### config.mk
export PLATFORM = sky130hd
export DESIGN_NAME = aho_window_rx
export DESIGN_NICKNAME = d
export VERILOG_FILES = /design/src/rtl/aho_pkg.sv /design/src/rtl/aho_run_tracker.sv /design/src/rtl/aho_window_rx.sv
export SDC_FILE = /design/constraint.sdc
export NUM_CORES = 1
export LEC_CHECK = 0
export BUFFER_PORTS_ARGS = -buffer_cell sky130_fd_sc_hd__buf_2
export CORE_MARGIN = 2
export CORE_UTILIZATION = 54
export DETAILED_ROUTE_END_ITERATION = 7
export PLACE_DENSITY = 0.76
export SLEW_MARGIN = 15
export SYNTH_ARGS = -nofsm -noshare
export SYNTH_HDL_FRONTEND = slang
export SYNTH_SLANG_ARGS = --single-unit
### constraint.sdc
create_clock -name clk -period 3.4 [get_ports clk]
set_input_delay 0 -clock clk [delete_from_list [all_inputs] [get_ports clk]]
set_output_delay 0 -clock clk [all_outputs]
set_load 0.01 [all_outputs]
### src/rtl/aho_pkg.sv
// Shared constants and state encoding for the AHO flag stream blocks.
//   AHO_CW      : default result/counter width (also used by the aho generator)
//   AHO_WINDOW  : default samples per window
//   rx_state_e  : result-holding state of the window receiver
package aho_pkg;

  localparam int unsigned AHO_CW     = 16;
  localparam int unsigned AHO_WINDOW = 1000;

  typedef enum logic {
    ST_EMPTY = 1'b0,
    ST_FULL  = 1'b1
  } rx_state_e;

endpackage : aho_pkg

### src/rtl/aho_run_tracker.sv
// Saturating hit / run / max-run accumulators for one window of AHO samples.
// Ports:
//   clk, rst  : clock, asynchronous active-high reset
//   en        : sample enable; accumulators freeze when low
//   aho       : current sample
//   wend      : current enabled sample is the last of its window
//   hits_c    : hit count including the current sample (combinational)
//   maxrun_c  : longest run including the current sample (combinational)
module aho_run_tracker
  import aho_pkg::*;
#(
  parameter int unsigned CW = AHO_CW
) (
  input  logic          clk,
  input  logic          rst,
  input  logic          en,
  input  logic          aho,
  input  logic          wend,
  output logic [CW-1:0] hits_c,
  output logic [CW-1:0] maxrun_c
);

  localparam logic [CW-1:0] SAT = '1;

  logic [CW-1:0] hit_q, run_q, max_q;
  logic [CW-1:0] hit_n, run_n, max_n;

  // Values after folding in the current sample; all saturate at SAT.
  always_comb begin
    hit_n = hit_q;
    run_n = '0;
    if (aho) begin
      hit_n = (hit_q == SAT) ? hit_q : hit_q + CW'(1);
      run_n = (run_q == SAT) ? run_q : run_q + CW'(1);
    end
    max_n = (run_n > max_q) ? run_n : max_q;
  end

  // Accumulators advance only on enabled samples and restart after window end.
  always_ff @(posedge clk or posedge rst) begin
    if (rst) begin
      hit_q <= '0;
      run_q <= '0;
      max_q <= '0;
    end else if (en) begin
      if (wend) begin
        hit_q <= '0;
        run_q <= '0;
        max_q <= '0;
      end else begin
        hit_q <= hit_n;
        run_q <= run_n;
        max_q <= max_n;
      end
    end
  end

  assign hits_c   = hit_n;
  assign maxrun_c = max_n;

endmodule : aho_run_tracker

### src/rtl/aho_window_rx.sv
// Windowed receiver for the AHO flag stream: per WINDOW enabled samples it
// reports the hit count and the longest run over a valid/ready handshake.
// Ports:
//   clk, rst  : clock, asynchronous active-high reset
//   en        : sample enable
//   aho       : flag stream input
//   hits      : hit count of the last completed window
//   maxrun    : longest run of 1s in that window
//   valid     : hits/maxrun hold an unconsumed result
//   ready     : downstream accepts the result
//   ovf       : sticky, a window completed while a result was pending
module aho_window_rx
  import aho_pkg::*;
#(
  parameter int unsigned WINDOW = AHO_WINDOW,
  parameter int unsigned CW     = AHO_CW
) (
  input  logic          clk,
  input  logic          rst,
  input  logic          en,
  input  logic          aho,
  output logic [CW-1:0] hits,
  output logic [CW-1:0] maxrun,
  output logic          valid,
  input  logic          ready,
  output logic          ovf
);

  localparam int unsigned IW = $clog2(WINDOW);

  logic [IW-1:0] idx_q;
  logic          wend;
  logic [CW-1:0] hits_c, maxrun_c;
  rx_state_e     state_q, state_d;
  logic          load, ovf_set;

  assign wend = en && (idx_q == IW'(WINDOW - 1));

  // Sample index within the current window.
  always_ff @(posedge clk or posedge rst) begin
    if (rst) begin
      idx_q <= '0;
    end else if (en) begin
      idx_q <= wend ? '0 : idx_q + IW'(1);
    end
  end

  aho_run_tracker #(.CW(CW)) u_tracker (
    .clk      (clk),
    .rst      (rst),
    .en       (en),
    .aho      (aho),
    .wend     (wend),
    .hits_c   (hits_c),
    .maxrun_c (maxrun_c)
  );

  // Output FSM state register.
  always_ff @(posedge clk or posedge rst) begin
    if (rst) state_q <= ST_EMPTY;
    else     state_q <= state_d;
  end

  // Next state; a window end while full is taken only if the old result leaves now.
  always_comb begin
    state_d = state_q;
    load    = 1'b0;
    ovf_set = 1'b0;
    unique case (state_q)
      ST_EMPTY: begin
        if (wend) begin
          load    = 1'b1;
          state_d = ST_FULL;
        end
      end
      ST_FULL: begin
        if (wend) begin
          if (ready) load    = 1'b1;
          else       ovf_set = 1'b1;
        end else if (ready) begin
          state_d = ST_EMPTY;
        end
      end
      default: state_d = ST_EMPTY;
    endcase
  end

  // Result registers and sticky overflow.
  always_ff @(posedge clk or posedge rst) begin
    if (rst) begin
      hits   <= '0;
      maxrun <= '0;
      ovf    <= 1'b0;
    end else begin
      if (load) begin
        hits   <= hits_c;
        maxrun <= maxrun_c;
      end
      if (ovf_set) ovf <= 1'b1;
    end
  end

  assign valid = (state_q == ST_FULL);

endmodule : aho_window_rx

=== Yosys cells after proc, flatten, opt, wreduce, memory -nomap -nowiden ===
Index checks and enable logic that the tools add are counted.

* Register bits after elaboration: 92
* Input port bits: 5
* Logic and storage cells: 35

* Add/subtract/negate cells: 3
* Order comparisons: 1
* Equal/unequal tests: 3
* Mux-type cells: 18
* Bitwise operators: 1
* Reduce and logical (&&, ||, !) cells: 1

{| class="wikitable"
|+ Operator list
! cell !! count
|-
| 2-to-1 mux 16 bit || 8
|-
| adder 16 x 1 -> 16 bit (second input constant) || 2
|-
| == test 16 bit (second input constant) || 2
|-
| > comparator 16 bit || 1
|-
| adder 10 x 1 -> 10 bit (second input constant) || 1
|-
| == test 10 bit (second input constant) || 1
|-
| 2-to-1 mux 10 bit || 1
|-
| 2-to-1 mux 1 bit || 7
|-
| case mux 1 bit (2 select lines) || 2
|-
| logical AND 1 bit || 1
|-
| inverter 1 bit || 1
|}

=== Logic depth before layout (Yosys ltp) ===
* Depth in word-level cells: 6
* Depth in mapped cells: 15
* Gate-level depth less buffers: 12

=== Hierarchy ===
A second synthesis with hierarchy kept.

* Cell total of the unflattened synthesis: 529
* Area total of the unflattened synthesis: 5,257.5 µm²

{| class="wikitable"
|+ Modules (own cells, without submodules)
! module !! instances !! cells each !! area an instance (µm²) !! seq. area each (µm²)
|-
| aho_run_tracker || 1 || 405 || 3,469.6 || 1,201.2
|-
| aho_window_rx || 1 || 124 || 1,788.0 || 1,101.1
|}

=== Least setup slack after synthesis ===
No wires, ideal clock.

* Kind: flip-flop to flip-flop
* Start point: register u_tracker.run_q[3]
* End point: register u_tracker.max_q[15]
* Arrival: 3.289 ns
* Setup slack: -0.010 ns
* Stages on the path, launching flop included: 13
* Buffers on the path: 2
* Cell sequence: dfrtp_1 > nand4_4 > or4_1 > o311a_2 > ha_1 > nand4_1 > nor4_1 > a21boi_1 > o31ai_1 > buf_6 > a21o_1 > buf_2 > a22o_1

* Cells in the longest elaborated chain, start to end: 6
* Elaborated cells on any way between the ends: 7
* Classes of those cells: add/sub (1); order compare (1); eq/ne (1); mux (4)

{| class="wikitable"
|+ RTL lines
! element !! line !! source
|-
| from (decl) || aho_run_tracker.sv:25 || <nowiki>logic [CW-1:0] hit_q, run_q, max_q;</nowiki>
|-
| from (signal assigned) || aho_run_tracker.sv:52 || <nowiki>run_q <= run_n;</nowiki>
|-
| adder 16 x 1 -> 16 bit or == test 16 bit (tied branches) || aho_run_tracker.sv:34 || <nowiki>run_n = (run_q == SAT) ? run_q : run_q + CW'(1);</nowiki>
|-
| 2-to-1 mux 16 bit * || aho_run_tracker.sv:34 ||
|-
| 2-to-1 mux 16 bit * || aho_run_tracker.sv:32 || <nowiki>if (aho) begin</nowiki>
|-
| > comparator 16 bit || aho_run_tracker.sv:36 || <nowiki>max_n = (run_n > max_q) ? run_n : max_q;</nowiki>
|-
| 2-to-1 mux 16 bit * || aho_run_tracker.sv:36 ||
|-
| 2-to-1 mux 16 bit * || aho_run_tracker.sv:46 || <nowiki>if (wend) begin</nowiki>
|-
| to (signal assigned) || aho_run_tracker.sv:53 || <nowiki>max_q <= max_n;</nowiki>
|-
| to (decl) || aho_run_tracker.sv:25 ||
|}

Mark *: on every way between the ends. The rest lies on a longest branch, timed or not.
A chain may end at the register's enable or synchronous reset.

=== Final worst setup path ===
* Start point: register u_tracker.run_q[11]
* End point: register u_tracker.max_q[14]

Same word-level chain as after synthesis.

==> key figures <==
Finish
  • Multi-input gate area: about 2600 um2
  • Design Area, Final: ~6000 um2
  • FF+latch area: approximately 2300 um2
  • Layout cells sized above 1: 25.2%
  • Core Util, Final: 68.0%
  • Fill count: approximately 700
  • Antenna diodes: 0
  • Net count, final: a little over 600
  • Layout area overhead: 20.8%

CTS
  • Clk Latency, worst-skew pair: 370 ps
  • Clock Pin Slew Worst Setup and Hold Paths: ~90 ps
  • Num CTS Buffers: 9
  • CTS Sinks: 92
  • Htree depth: 3
  • CTS tree: yes
  • CTS max path bufs: 2
  • Root Driver: clkbuf_8

Critical path
  • CP endpoint kind: flip-flop
  • CP arrival: between 3000 and 4000 ps
  • Setup crit start kind: flip-flop
  • Critical setup path kind: reg2reg
  • CP max FO: 8
  • WP data required: about 3700 ps

Timing
  • Worst hold margin: roughly 66 ps
  • Final slew viol count: 0
  • Min Tclk post-route: around 3400 ps
  • Final worst-path cycle share: 100%
  • Setup ws final: -5.00 ps
  • F_max: 294 MHz
  • Final Setup Violations: 3
  • Skew final: between 6 and 7 ps
  • Hold Vio Cnt, Final: 0
  • Worst-margin pin slew: between 600 and 700 ps
  • RSZ-0062 raised after global routing: true
  • Max_slew headroom: a little over half

Drt
  • Vias/cell: approximately 6
  • Drt first pass iters: 5
  • DRT Wirelength: approximately 12 mm
  • Average wire per standard cell: around 17 um
  • Final ANT Viol Nets: 0
  • Vias: 4244
  • Number of DRC markers in iteration 0: roughly 290
  • Drt drc: 0

Logic synthesis
  • Sequential area share after synthesis: 46.5%
  • Ys Warns: 0
  • Yosys cell types: 59
  • Multiplexer share of the synthesized area: under 10%
  • Simple-gate area share of the yosys netlist: between 10% and 20%
  • Synth Area in XOR/XNOR: roughly 3.4%
  • Synth Area in Compound Gates: approximately a fifth
  • Avg Inst Size Synth: 9.79 um2
  • Syn nets: 530
  • Mapped Area: a little under 5000 um2
  • Syn Inst Count: roughly 510
  • Most used DFF post-synth: dfrtp_1
  • Yosys reg bits: slightly above 90
  • Largest family of logic cells by synthesized area: compound AO/OA/AOI/OAI gates
  • FFs w/ async S/R, synth: 100%
  • Post-synth EDFFs: 0
  • Adder-cell share of the synthesized area: approximately 4.8%

Pwr
  • Final total power: approximately 2700 uW
  • Leakage: 0.00282 uW
  • IR drop worst, VDD: 0.000498 V
  • P per Cell Area: ~460 nW/um2

GRT
  • All-Layer GR Usage: about a quarter
  • Largest net degree at the start of global routing: between 40 and 50
  • Initial antenna violation count: 0
  • Grt met1 use: approximately a third
  • Met2 Resource Use GR: 42.0%
  • GRT busiest layer: met2
  • First-pass GRT wire length: ~20 mm
  • Met3 Use GR: ~4.7%
  • Vias in the first global route: just over 4000
  • Grt ovf: 0

Status
  • Status: finished with violations
  • Failing checks: negative setup slack

Floorplan
  • Core area: 8810 um2
  • Io pins: 39
  • Die area: approximately 10000 um2
  • DIE HEIGHT: around 100 um
  • Starting density of the core: 56.3%
  • Std cell rows: 34
  • Die Wd: around 100 um

Place
  • Pre-CTS WS: -414 ps
  • Post-Place Cell Area: 5580 um2
  • GP Congestion: 0.911
  • IO Port Bufs: 38
  • Hpwl dp: 8.35 mm

Hold path
  • Hold/Removal Path Class: in2reg

Job
  • Max-cap check violation count: 0
## power by group
group	internal (uW)	switching, uW	leakage (uW)
Sequential	1170	88.6	0.00126
Combinational	409	396	0.00149
Clock	269	405	0.0000799
Total	1840	889	0.00282
## registers in the layout, indices dropped and copies added (netlist names)
signal           flops
u_tracker.run_q     16
u_tracker.max_q     16
u_tracker.hit_q     16
hits                16
valid                1
ovf                  1
idx_q               10
maxrun              16
## metrics by stage
stage,TNS [ps],std cells
after global placement,-2890,677
after detailed placement,-6580,677
after CTS,0,698
after floorplan,0,506
after global routing,-3180,708
final,-7.94,708
## worst paths after layout
check | endpoint | slack [ps] | from | depth (start not counted)
max in group asynchronous | u_tracker.max_q[12] | 2290 | rst | 4
worst min register to register | ovf | 470 | ovf | 1
worst max-delay path | u_tracker.max_q[14] | -5 | u_tracker.run_q[11] | 16
worst max register to register | u_tracker.max_q[14] | -5 | u_tracker.run_q[11] | 16
min in group asynchronous | idx_q[8] | 250 | rst | 3
worst min-delay path | u_tracker.hit_q[14] | 70 | en | 2
## cells in the mapped netlist, drive strengths merged, types with 3 or more instances
master	count	area, um2
o21a	3	22.5
a22o	33	292
and3	8	50.1
nand3	16	80.1
o31ai	6	45.0
nor2	45	171
and2	5	31.3
inv	20	75.1
clkbuf	12	45.0
buf	15	86.3
dfrtp	92	2300
xor2	8	70.1
xnor2	11	96.3
nand4	15	109
a31oi	6	37.5
o211ai	3	22.5
nor3	8	56.3
nand2	47	176
or3	6	38.8
mux2i	18	180
and4	5	45.0
nor4	5	46.3
o21ai	35	186
ha	19	238
a21oi	37	219
o2bb2ai	5	43.8
## placed cells by master (no fill, tap or decap), types with 3 or more instances in the layout
| cell | count |
|---|---|
| o21ai_0 | 26 |
| mux2i_1 | 16 |
| nand2_1 | 47 |
| nor2_1 | 42 |
| o211ai_1 | 3 |
| clkbuf_8 | 9 |
| buf_6 | 5 |
| and2_1 | 5 |
| o21a_1 | 3 |
| a21oi_2 | 4 |
| buf_2 | 38 |
| and4_1 | 4 |
| xor2_1 | 8 |
| o2bb2ai_1 | 5 |
| nand4_1 | 14 |
| nor4_1 | 3 |
| o21ai_1 | 6 |
| or3_1 | 3 |
| o31ai_1 | 5 |
| xnor2_1 | 11 |
| a22o_1 | 31 |
| nand3_1 | 14 |
| inv_1 | 19 |
| ha_1 | 18 |
| dfrtp_1 | 91 |
| a21oi_1 | 31 |
| buf_4 | 58 |
| nor3_1 | 6 |
| a31oi_1 | 6 |
| and3_1 | 8 |
## worst max-delay path, stage by stage (launching register included)
cell and delay, ps:
dfrtp_1 360, nand4_1 160, buf_6 170, nor4_4 370, buf_6 190, buf_4 120, o21ai_2 50, a21oi_2 170
ha_1 180, nand4_1 170, nor4_4 290, a21boi_4 260, o31ai_4 100, buf_6 160, a21o_1 180, buf_4 160
a22o_2 200
## cell families after synthesis
group / Yosys count
AND/OR/NAND/NOR: 166
flip-flops: 92
XOR/XNOR: 19
buffers and inverters: 48
multiplexers: 18
AO/OA/AOI/OAI: 144
adder cells (fa/ha/maj): 19
## final cells by class
cell class,instances,area share [%]
multi-input cells,366,42.6
repair buffers,105,12.5
inverters,21,1.34
clock inverters,5,0.627
well taps,108,2.26
clock buffers,11,2.19
flip-flops and latches,92,38.5
## layer usage
metal  up-vias  part of all wire (%)
li1       2025                     -
met1      2065                    43
met2       128                    51
met3        26                   4.5
met4         0                   1.6
met5         -                     0
## timing repair
item,CTS,global route
endpoints found under the setup margin,26,32
buffers inserted,3,9
hold buffers,2,0
hold endpoints to repair,40,0
cloned,0,1
gates resized for setup,5,17
pin swaps,5,8
(Power assumes the default switching activity.)
